`src/rtl/freespeech_sequencer_pkg.sv`:
```
// Shared types and constants for the freespeech message sequencer.
package freespeech_pkg;

  typedef enum logic [1:0] {
    FS_IDLE = 2'd0,
    FS_SHOW = 2'd1,
    FS_GAP  = 2'd2
  } fs_state_t;

  // Character code the segment decoder renders as all-off.
  localparam logic [3:0] FS_BLANK = 4'hF;

  localparam int FS_DEPTH = 16;
  localparam int FS_DIV_W = 16;

endpackage

```
`src/rtl/freespeech_sequencer_if.sv`:
```
// Write port, run/rate controls and display outputs of the sequencer.
// master: the top-level I/O side; slave: the sequencer itself.
interface freespeech_sequencer_if
  import freespeech_pkg::*;
#(
  parameter int DEPTH = FS_DEPTH,
  parameter int DIV_W = FS_DIV_W
);
  localparam int AW = $clog2(DEPTH);

  logic             wr_en;
  logic [AW-1:0]    wr_addr;
  logic [3:0]       wr_data;
  logic [AW:0]      len;
  logic [DIV_W-1:0] period;
  logic             run;
  logic [3:0]       hex;
  logic [AW-1:0]    pos;
  logic             busy;
  logic             wrap;

  modport master (
    output wr_en, wr_addr, wr_data, len, period, run,
    input  hex, pos, busy, wrap
  );

  modport slave (
    input  wr_en, wr_addr, wr_data, len, period, run,
    output hex, pos, busy, wrap
  );

endinterface

```
`src/rtl/fs_dwell_counter.sv`:
```
// Loadable down-counter timing the dwell of one character or gap.
// o_tc is high while the count sits at zero (the last dwell cycle).
module fs_dwell_counter #(
  parameter int W = 16
) (
  input  logic         clk,
  input  logic         rst_n,
  input  logic         i_load,
  input  logic [W-1:0] i_load_val,
  input  logic         i_dec,
  output logic [W-1:0] o_cnt,
  output logic         o_tc
);

  logic [W-1:0] r_cnt;

  // Load has priority over decrement; the count never wraps below zero.
  always_ff @(posedge clk or negedge rst_n) begin
    if (!rst_n) begin
      r_cnt <= '0;
    end else if (i_load) begin
      r_cnt <= i_load_val;
    end else if (i_dec && (r_cnt != '0)) begin
      r_cnt <= r_cnt - W'(1);
    end
  end

  assign o_cnt = r_cnt;
  assign o_tc  = (r_cnt == '0);

endmodule

```
`src/rtl/freespeech_sequencer.sv`:
```
// Message sequencer feeding the 4-bit hex input of the segment decoder.
// Steps through len stored character codes, each held for max(period,1)
// cycles, looping while run is high.
// Define FREESPEECH_GAP_EN to insert a blank of the same length after
// every character, including the last one before a wrap.
//
//   state   | meaning
//   --------+-----------------------------------------------------
//   FS_IDLE | stopped, hex blank, waiting for run with len != 0
//   FS_SHOW | hex holds mem[pos] for the current dwell
//   FS_GAP  | blank after mem[pos] (only with FREESPEECH_GAP_EN)
module freespeech_sequencer
  import freespeech_pkg::*;
#(
  parameter int DEPTH = FS_DEPTH,
  parameter int DIV_W = FS_DIV_W
) (
  input logic                  clk,
  input logic                  rst_n,
  freespeech_sequencer_if.slave bus
);

  localparam int AW = $clog2(DEPTH);

  logic [3:0]       r_mem [DEPTH];
  fs_state_t        r_state;
  logic [3:0]       r_hex;
  logic [AW-1:0]    r_pos;
  logic             r_busy;
  logic             r_wrap;
  logic [AW:0]      r_len_l;
  logic [DIV_W-1:0] r_period_l;

  logic [DIV_W-1:0] w_cnt;
  logic             w_tc;
  logic             w_cnt_load;
  logic [DIV_W-1:0] w_cnt_val;
  logic             w_cnt_dec;

  logic [DIV_W-1:0] w_p_new;
  logic [DIV_W-1:0] w_p_lat;
  logic [AW-1:0]    w_pos_nxt;
  logic             w_last;
  logic             w_nxt_last;
  logic             w_len_ok;
  logic             w_start_wrap;
  logic             w_lat_one;
  logic             w_cnt_one;

  // P = max(period, 1), for a fresh start and for the latched message.
  assign w_p_new      = (bus.period == '0) ? DIV_W'(1) : bus.period;
  assign w_p_lat      = (r_period_l == '0) ? DIV_W'(1) : r_period_l;
  assign w_pos_nxt    = r_pos + AW'(1);
  assign w_last       = ({1'b0, r_pos} == (r_len_l - (AW+1)'(1)));
  assign w_nxt_last   = ({1'b0, w_pos_nxt} == (r_len_l - (AW+1)'(1)));
  assign w_len_ok     = bus.run && (bus.len != '0);
  // A one-cycle, one-character message is its own last dwell cycle.
  assign w_start_wrap = (w_p_new == DIV_W'(1)) && (bus.len == (AW+1)'(1));
  assign w_lat_one    = (w_p_lat == DIV_W'(1));
  assign w_cnt_one    = (w_cnt == DIV_W'(1));

  // Buffer write port; loads in the same cycle still see the old entry.
  always_ff @(posedge clk) begin
    if (bus.wr_en) begin
      r_mem[bus.wr_addr] <= bus.wr_data;
    end
  end

  // Dwell counter control: reload on every character/gap entry, else count down.
  always_comb begin
    w_cnt_load = 1'b0;
    w_cnt_val  = '0;
    w_cnt_dec  = 1'b0;
    case (r_state)
      FS_IDLE: begin
        if (w_len_ok) begin
          w_cnt_load = 1'b1;
          w_cnt_val  = w_p_new - DIV_W'(1);
        end
      end
      FS_SHOW: begin
        if (w_tc) begin
          if (!w_last) begin
            w_cnt_load = 1'b1;
            w_cnt_val  = w_p_lat - DIV_W'(1);
`ifdef FREESPEECH_GAP_EN
          end else if (bus.run) begin
            w_cnt_load = 1'b1;
            w_cnt_val  = w_p_lat - DIV_W'(1);
`else
          end else if (w_len_ok) begin
            w_cnt_load = 1'b1;
            w_cnt_val  = w_p_new - DIV_W'(1);
`endif
          end
        end else begin
          w_cnt_dec = 1'b1;
        end
      end
`ifdef FREESPEECH_GAP_EN
      FS_GAP: begin
        if (w_tc) begin
          if (!w_last) begin
            w_cnt_load = 1'b1;
            w_cnt_val  = w_p_lat - DIV_W'(1);
          end else if (w_len_ok) begin
            w_cnt_load = 1'b1;
            w_cnt_val  = w_p_new - DIV_W'(1);
          end
        end else begin
          w_cnt_dec = 1'b1;
        end
      end
`endif
      default: ;
    endcase
  end

  fs_dwell_counter #(.W(DIV_W)) u_dwell (
    .clk        (clk),
    .rst_n      (rst_n),
    .i_load     (w_cnt_load),
    .i_load_val (w_cnt_val),
    .i_dec      (w_cnt_dec),
    .o_cnt      (w_cnt),
    .o_tc       (w_tc)
  );

  // Sequencing FSM with registered display outputs.
  always_ff @(posedge clk or negedge rst_n) begin
    if (!rst_n) begin
      r_state    <= FS_IDLE;
      r_hex      <= FS_BLANK;
      r_pos      <= '0;
      r_busy     <= 1'b0;
      r_wrap     <= 1'b0;
      r_len_l    <= '0;
      r_period_l <= '0;
    end else begin
      r_wrap <= 1'b0;
      case (r_state)
        FS_IDLE: begin
          r_hex  <= FS_BLANK;
          r_pos  <= '0;
          r_busy <= 1'b0;
          if (w_len_ok) begin
            r_state    <= FS_SHOW;
            r_len_l    <= bus.len;
            r_period_l <= bus.period;
            r_hex      <= r_mem[0];
            r_busy     <= 1'b1;
            r_wrap     <= w_start_wrap;
          end
        end
        FS_SHOW: begin
          if (w_tc) begin
            if (!w_last) begin
`ifdef FREESPEECH_GAP_EN
              r_state <= FS_GAP;
              r_hex   <= FS_BLANK;
`else
              r_pos   <= w_pos_nxt;
              r_hex   <= r_mem[w_pos_nxt];
              r_wrap  <= w_lat_one && w_nxt_last;
`endif
`ifdef FREESPEECH_GAP_EN
            end else if (bus.run) begin
              r_state <= FS_GAP;
              r_hex   <= FS_BLANK;
`else
            end else if (w_len_ok) begin
              r_len_l    <= bus.len;
              r_period_l <= bus.period;
              r_pos      <= '0;
              r_hex      <= r_mem[0];
              r_wrap     <= w_start_wrap;
`endif
            end else begin
              r_state <= FS_IDLE;
              r_hex   <= FS_BLANK;
              r_pos   <= '0;
              r_busy  <= 1'b0;
            end
          end else begin
            r_wrap <= w_cnt_one && w_last;
          end
        end
`ifdef FREESPEECH_GAP_EN
        FS_GAP: begin
          if (w_tc) begin
            if (!w_last) begin
              r_state <= FS_SHOW;
              r_pos   <= w_pos_nxt;
              r_hex   <= r_mem[w_pos_nxt];
              r_wrap  <= w_lat_one && w_nxt_last;
            end else if (w_len_ok) begin
              r_state    <= FS_SHOW;
              r_len_l    <= bus.len;
              r_period_l <= bus.period;
              r_pos      <= '0;
              r_hex      <= r_mem[0];
              r_wrap     <= w_start_wrap;
            end else begin
              r_state <= FS_IDLE;
              r_hex   <= FS_BLANK;
              r_pos   <= '0;
              r_busy  <= 1'b0;
            end
          end
        end
`endif
        default: begin
          r_state <= FS_IDLE;
          r_hex   <= FS_BLANK;
          r_pos   <= '0;
          r_busy  <= 1'b0;
        end
      endcase
    end
  end

  assign bus.hex  = r_hex;
  assign bus.pos  = r_pos;
  assign bus.busy = r_busy;
  assign bus.wrap = r_wrap;

endmodule
```
`src/flat_wrapper.sv`:
```
// flat-port wrapper written by rule: the top's interface ports become plain ports
module freespeech_sequencer_flat import freespeech_pkg::*;
#(
  parameter int DEPTH = FS_DEPTH,
  parameter int DIV_W = FS_DIV_W
)
  (clk, rst_n, bus_wr_en, bus_wr_addr, bus_wr_data, bus_len, bus_period, bus_run, bus_hex, bus_pos, bus_busy, bus_wrap);
  freespeech_sequencer_if #(.DEPTH(DEPTH), .DIV_W(DIV_W)) bus_i ();
  input logic clk;
  input logic rst_n;
  input wire logic [$bits(bus_i.wr_en)-1:0] bus_wr_en;
  input wire logic [$bits(bus_i.wr_addr)-1:0] bus_wr_addr;
  input wire logic [$bits(bus_i.wr_data)-1:0] bus_wr_data;
  input wire logic [$bits(bus_i.len)-1:0] bus_len;
  input wire logic [$bits(bus_i.period)-1:0] bus_period;
  input wire logic [$bits(bus_i.run)-1:0] bus_run;
  output wire logic [$bits(bus_i.hex)-1:0] bus_hex;
  output wire logic [$bits(bus_i.pos)-1:0] bus_pos;
  output wire logic [$bits(bus_i.busy)-1:0] bus_busy;
  output wire logic [$bits(bus_i.wrap)-1:0] bus_wrap;
  assign bus_i.wr_en = bus_wr_en;
  assign bus_i.wr_addr = bus_wr_addr;
  assign bus_i.wr_data = bus_wr_data;
  assign bus_i.len = bus_len;
  assign bus_i.period = bus_period;
  assign bus_i.run = bus_run;
  assign bus_hex = bus_i.hex;
  assign bus_pos = bus_i.pos;
  assign bus_busy = bus_i.busy;
  assign bus_wrap = bus_i.wrap;
  freespeech_sequencer #(.DEPTH(DEPTH), .DIV_W(DIV_W)) u_core (.clk(clk), .rst_n(rst_n), .bus(bus_i));
endmodule
```
`config.mk`:
```
export PLATFORM = sky130hd
export DESIGN_NAME = freespeech_sequencer_flat
export DESIGN_NICKNAME = d
export VERILOG_FILES = /design/src/rtl/freespeech_sequencer_pkg.sv /design/src/rtl/freespeech_sequencer_if.sv /design/src/rtl/fs_dwell_counter.sv /design/src/rtl/freespeech_sequencer.sv /design/src/flat_wrapper.sv
export SDC_FILE = /design/constraint.sdc
export NUM_CORES = 1
export LEC_CHECK = 0
export CAP_MARGIN = 20
export CORE_AREA = 4 4 115 117
export DETAILED_ROUTE_END_ITERATION = 8
export DIE_AREA = 0 0 119 121
export HOLD_SLACK_MARGIN = 0.02
export PLACE_DENSITY = 0.69
export SLEW_MARGIN = 15
export SYNTH_ARGS = -nofsm -noshare
export SYNTH_HDL_FRONTEND = slang
export SYNTH_HIERARCHICAL = 1
export SYNTH_SLANG_ARGS = --single-unit
```
`constraint.sdc`:
```
create_clock -name clk -period 6.91 [get_ports clk]
set_input_delay 0.691 -clock clk [delete_from_list [all_inputs] [get_ports clk]]
set_output_delay 0.691 -clock clk [all_outputs]
set_load 0.02 [all_outputs]
```
==> results_dict.tcl <==
set metrics [dict create \
    ys_ff_latch 112 \
    num_vias 4322 \
    syn_nets 547 \
    drt_iter0_drc 354 \
    num-nets-final 581 \
    ys_seq_area_share_pct 52.2 \
    critPathMaxFanout 23 \
    critPathKind "flop to flop" \
    worstPathRequired_ps 7150 \
    r2r-start "u_core/u_dwell/o_cnt[7]$_DFFE_PN0P_" \
    cts.sinks 112 \
    chipHeight_um 121 \
    track_usage_pct 20.0 \
    synth_edf_count 64 \
    period_needed_ps 4180 \
    first_pass_iters 5 \
    finClkSkew_ps 11.3 \
    grt_max_degree 49 \
    synth.area.top_cells "edfxtp_1 (32%), dfrtp_1 (18%), mux4_2 (6.0%), mux2_2 (4.7%), xnor2_1 (3.9%)" \
    worst_slew_pin_slew_ps 1020 \
    route.detailed.drc 0 \
    clock_latency_ps 360 \
    grt_setup_unrepaired "no" \
    port_buffers 42 \
    power_switching_mw 0.407 \
    p_per_area_nw_per_um2 218 \
    diodes 0 \
    ff2ff_setup_slack_ps 2730 \
    syn_to_final_growth_pct 14.7 \
    cts_tree "yes" \
    avgSynthCellArea_um2 11.9 \
    start_kind "flop" \
    critPathCaptureType "flop" \
    synth_top_cell_by_area "edfxtp_1" \
    status "finished clean" \
    layout.cells.non_filler 716 \
    routed_wl_um 14200 \
    htreeDepth 3 \
    design_power_total_mw 1.49 \
    r2r-end "u_core/u_dwell/o_cnt[13]$_DFFE_PN0P_" \
    syn_area_um2 5990 \
    die_w_um 119 \
    grt_pass1_wl_um 22700 \
    final_layout_size_suffix_gt1_share_pct 14.5 \
    comb_power_share_pct 12.1 \
    ios 43 \
    cts-hold-fix-buffers 0 \
    crit_path_end "u_core/u_dwell/o_cnt[13]$_DFFE_PN0P_" \
    gp_congestion 0.900 \
    cts_buffers 9 \
    final_cell_mix "edfxtp_1 (64), dfrtp_1 (44), clkdlybuf4s50_1 (41)" \
    grt_pass1_vias 4235 \
    drt-wirelength-per-cell_um 19.8 \
    cts_setup_buffers 0 \
    synth_top_area_share_pct 32.1 \
    grt-ovfl-total 0 \
    reg2reg_depth 10 \
    die_area_um2 14400 \
    syn_inst 505 \
    maxCapViolCount 0 \
    clk_path_buf_depth 2 \
    setup_viol 0 \
    viasPerCell 6.04 \
    yosysUniqueCellTypes 61 \
    leakagePower_nw 2.33 \
    start_util_pct 48.5 \
    ys_warn_count 6 \
    slew_viol_final 0 \
    hold_class "input port to asynchronous set/reset pin" \
    ant_nets 0 \
    maxSlewHeadroom_pct 31.8 \
    internal_power_mw 1.09 \
    dp_hpwl_um 10000 \
    final_hold_viol_count 0 \
    placed_cells 700 \
    switching_share_pct 27.2 \
    final_common_cell "edfxtp_1" \
    clkPwrFrac_pct 34.9 \
    cp.arrival_ps 4430 \
    p_seq_share_pct 53.1 \
    coreArea_um2 12400 \
    fmax_mhz 239 \
    row_count 41 \
    path_clk_slew_ps 80 \
    ctsResizeCount 0 \
    antenna_found_initial 0 \
    synth_ff_type "edfxtp_1" \
    peakVddDrop_mv 0.190 \
    async_flop_share_pct 42.9 \
    fin_hold_ws_ps 429 \
    cts_root_buffer "clkbuf_16" \
    critPathLaunch "u_core/u_dwell/o_cnt[7]$_DFFE_PN0P_" \
    finalCritPeriodShare_pct 60.5 \
    fin_tns_setup_ps 0 \
]
-- synthesized netlist by cell type (14+ instances only) --
cell and n:
or3_1 14, nor4_1 15, or4_1 15, o22ai_1 15
nor3_1 25, dfrtp_1 44, xnor2_1 27, nor2_1 40
a21oi_1 15, clkbuf_1 17, mux2_2 25, edfxtp_1 64
mux4_2 16, nand2_1 22
-- power by group through the flow --
stage	clock [mW]	sequential (mW)	combinational [mW]
after floorplan	0	0.792	0.118
after CTS	0.530	0.793	0.181
after global routing	0.556	0.800	0.203
final	0.521	0.793	0.180
after detailed placement	0	0.808	0.180
after global placement	0	0.805	0.175
-- worst min path at each step --
stage,start,to,slack [ps]
4_1_cts,rst_n,u_core/u_dwell/o_cnt[8]$_DFFE_PN0P_,450
2_1_floorplan,rst_n,u_core/bus.busy$_DFFE_PN0P_,400
3_3_place_gp,u_core/r_len_l[4]$_DFFE_PN0P_,u_core/r_len_l[4]$_DFFE_PN0P_,520
3_5_place_dp,u_core/bus.busy$_DFFE_PN0P_,u_core/bus.busy$_DFFE_PN0P_,530
6_report,rst_n,u_core/u_dwell/o_cnt[6]$_DFFE_PN0P_,430
5_1_grt,rst_n,u_core/u_dwell/o_cnt[10]$_DFFE_PN0P_,490
-- flip-flops by register name (all words and copies together) (netlist names) --
| register | cells |
|---|---|
| u_core/bus.busy | 1 |
| u_core/bus.hex | 4 |
| u_core/bus.pos | 4 |
| u_core/bus.wrap | 1 |
| u_core/r_len_l | 5 |
| u_core/r_mem | 64 |
| u_core/r_period_l | 16 |
| u_core/r_state | 1 |
| u_core/u_dwell/o_cnt | 16 |
-- routing by layer --
metal | up-vias | track usage [%] | share of wire (%) | routed length [um]
li1 | 2029 | - | - | -
met1 | 2180 | 26.5 | 44 | 6290
met2 | 97 | 34.4 | 51 | 7290
met3 | 16 | 2.47 | 3.0 | 427
met4 | 0 | 6.37 | 1.4 | 195
met5 | - | 0 | 0 | 0
-- worst max-delay path: stages, from the launching register on --
cell and delay, ps:
dfrtp_1 450, or4_1 670, nor4_1 490, and2_1 420, nand2b_1 360, inv_1 420
nor2_1 200, buf_4 240, inv_1 330, o311a_1 210, a221o_1 260
-- through the flow --
step                      utilization, %  setup slack (ps)  area [um^2]
after detailed placement            53.2              2810         6580
after global routing                55.6              2440         6870
after floorplan                        -              3330         5990
after CTS                           55.6              2780         6870
final                               55.6              2730         6870
after global placement              53.2              2800         6580
-- cell type report --
type	instances	area, um^2
tap	172	215
multi-input combinational	355	2720
clock buffer	9	225
clock inverter	7	70.1
sequential	112	3130
inverter	13	48.8
fill	1020	5490
timing repair buffer	48	460
-- cell families after synthesis --
logic type                 synth area share, %
adders and majority gates                 1.88
xor gates and xnor gates                  5.34
and+or+nand+nor                           16.4
AOI/OAI and AO/OA                         9.44
DFF                                       52.2
muxes                                     12.2
buffers and inverters                     2.53
No activity file was read; power rests on OpenSTA's default activity.
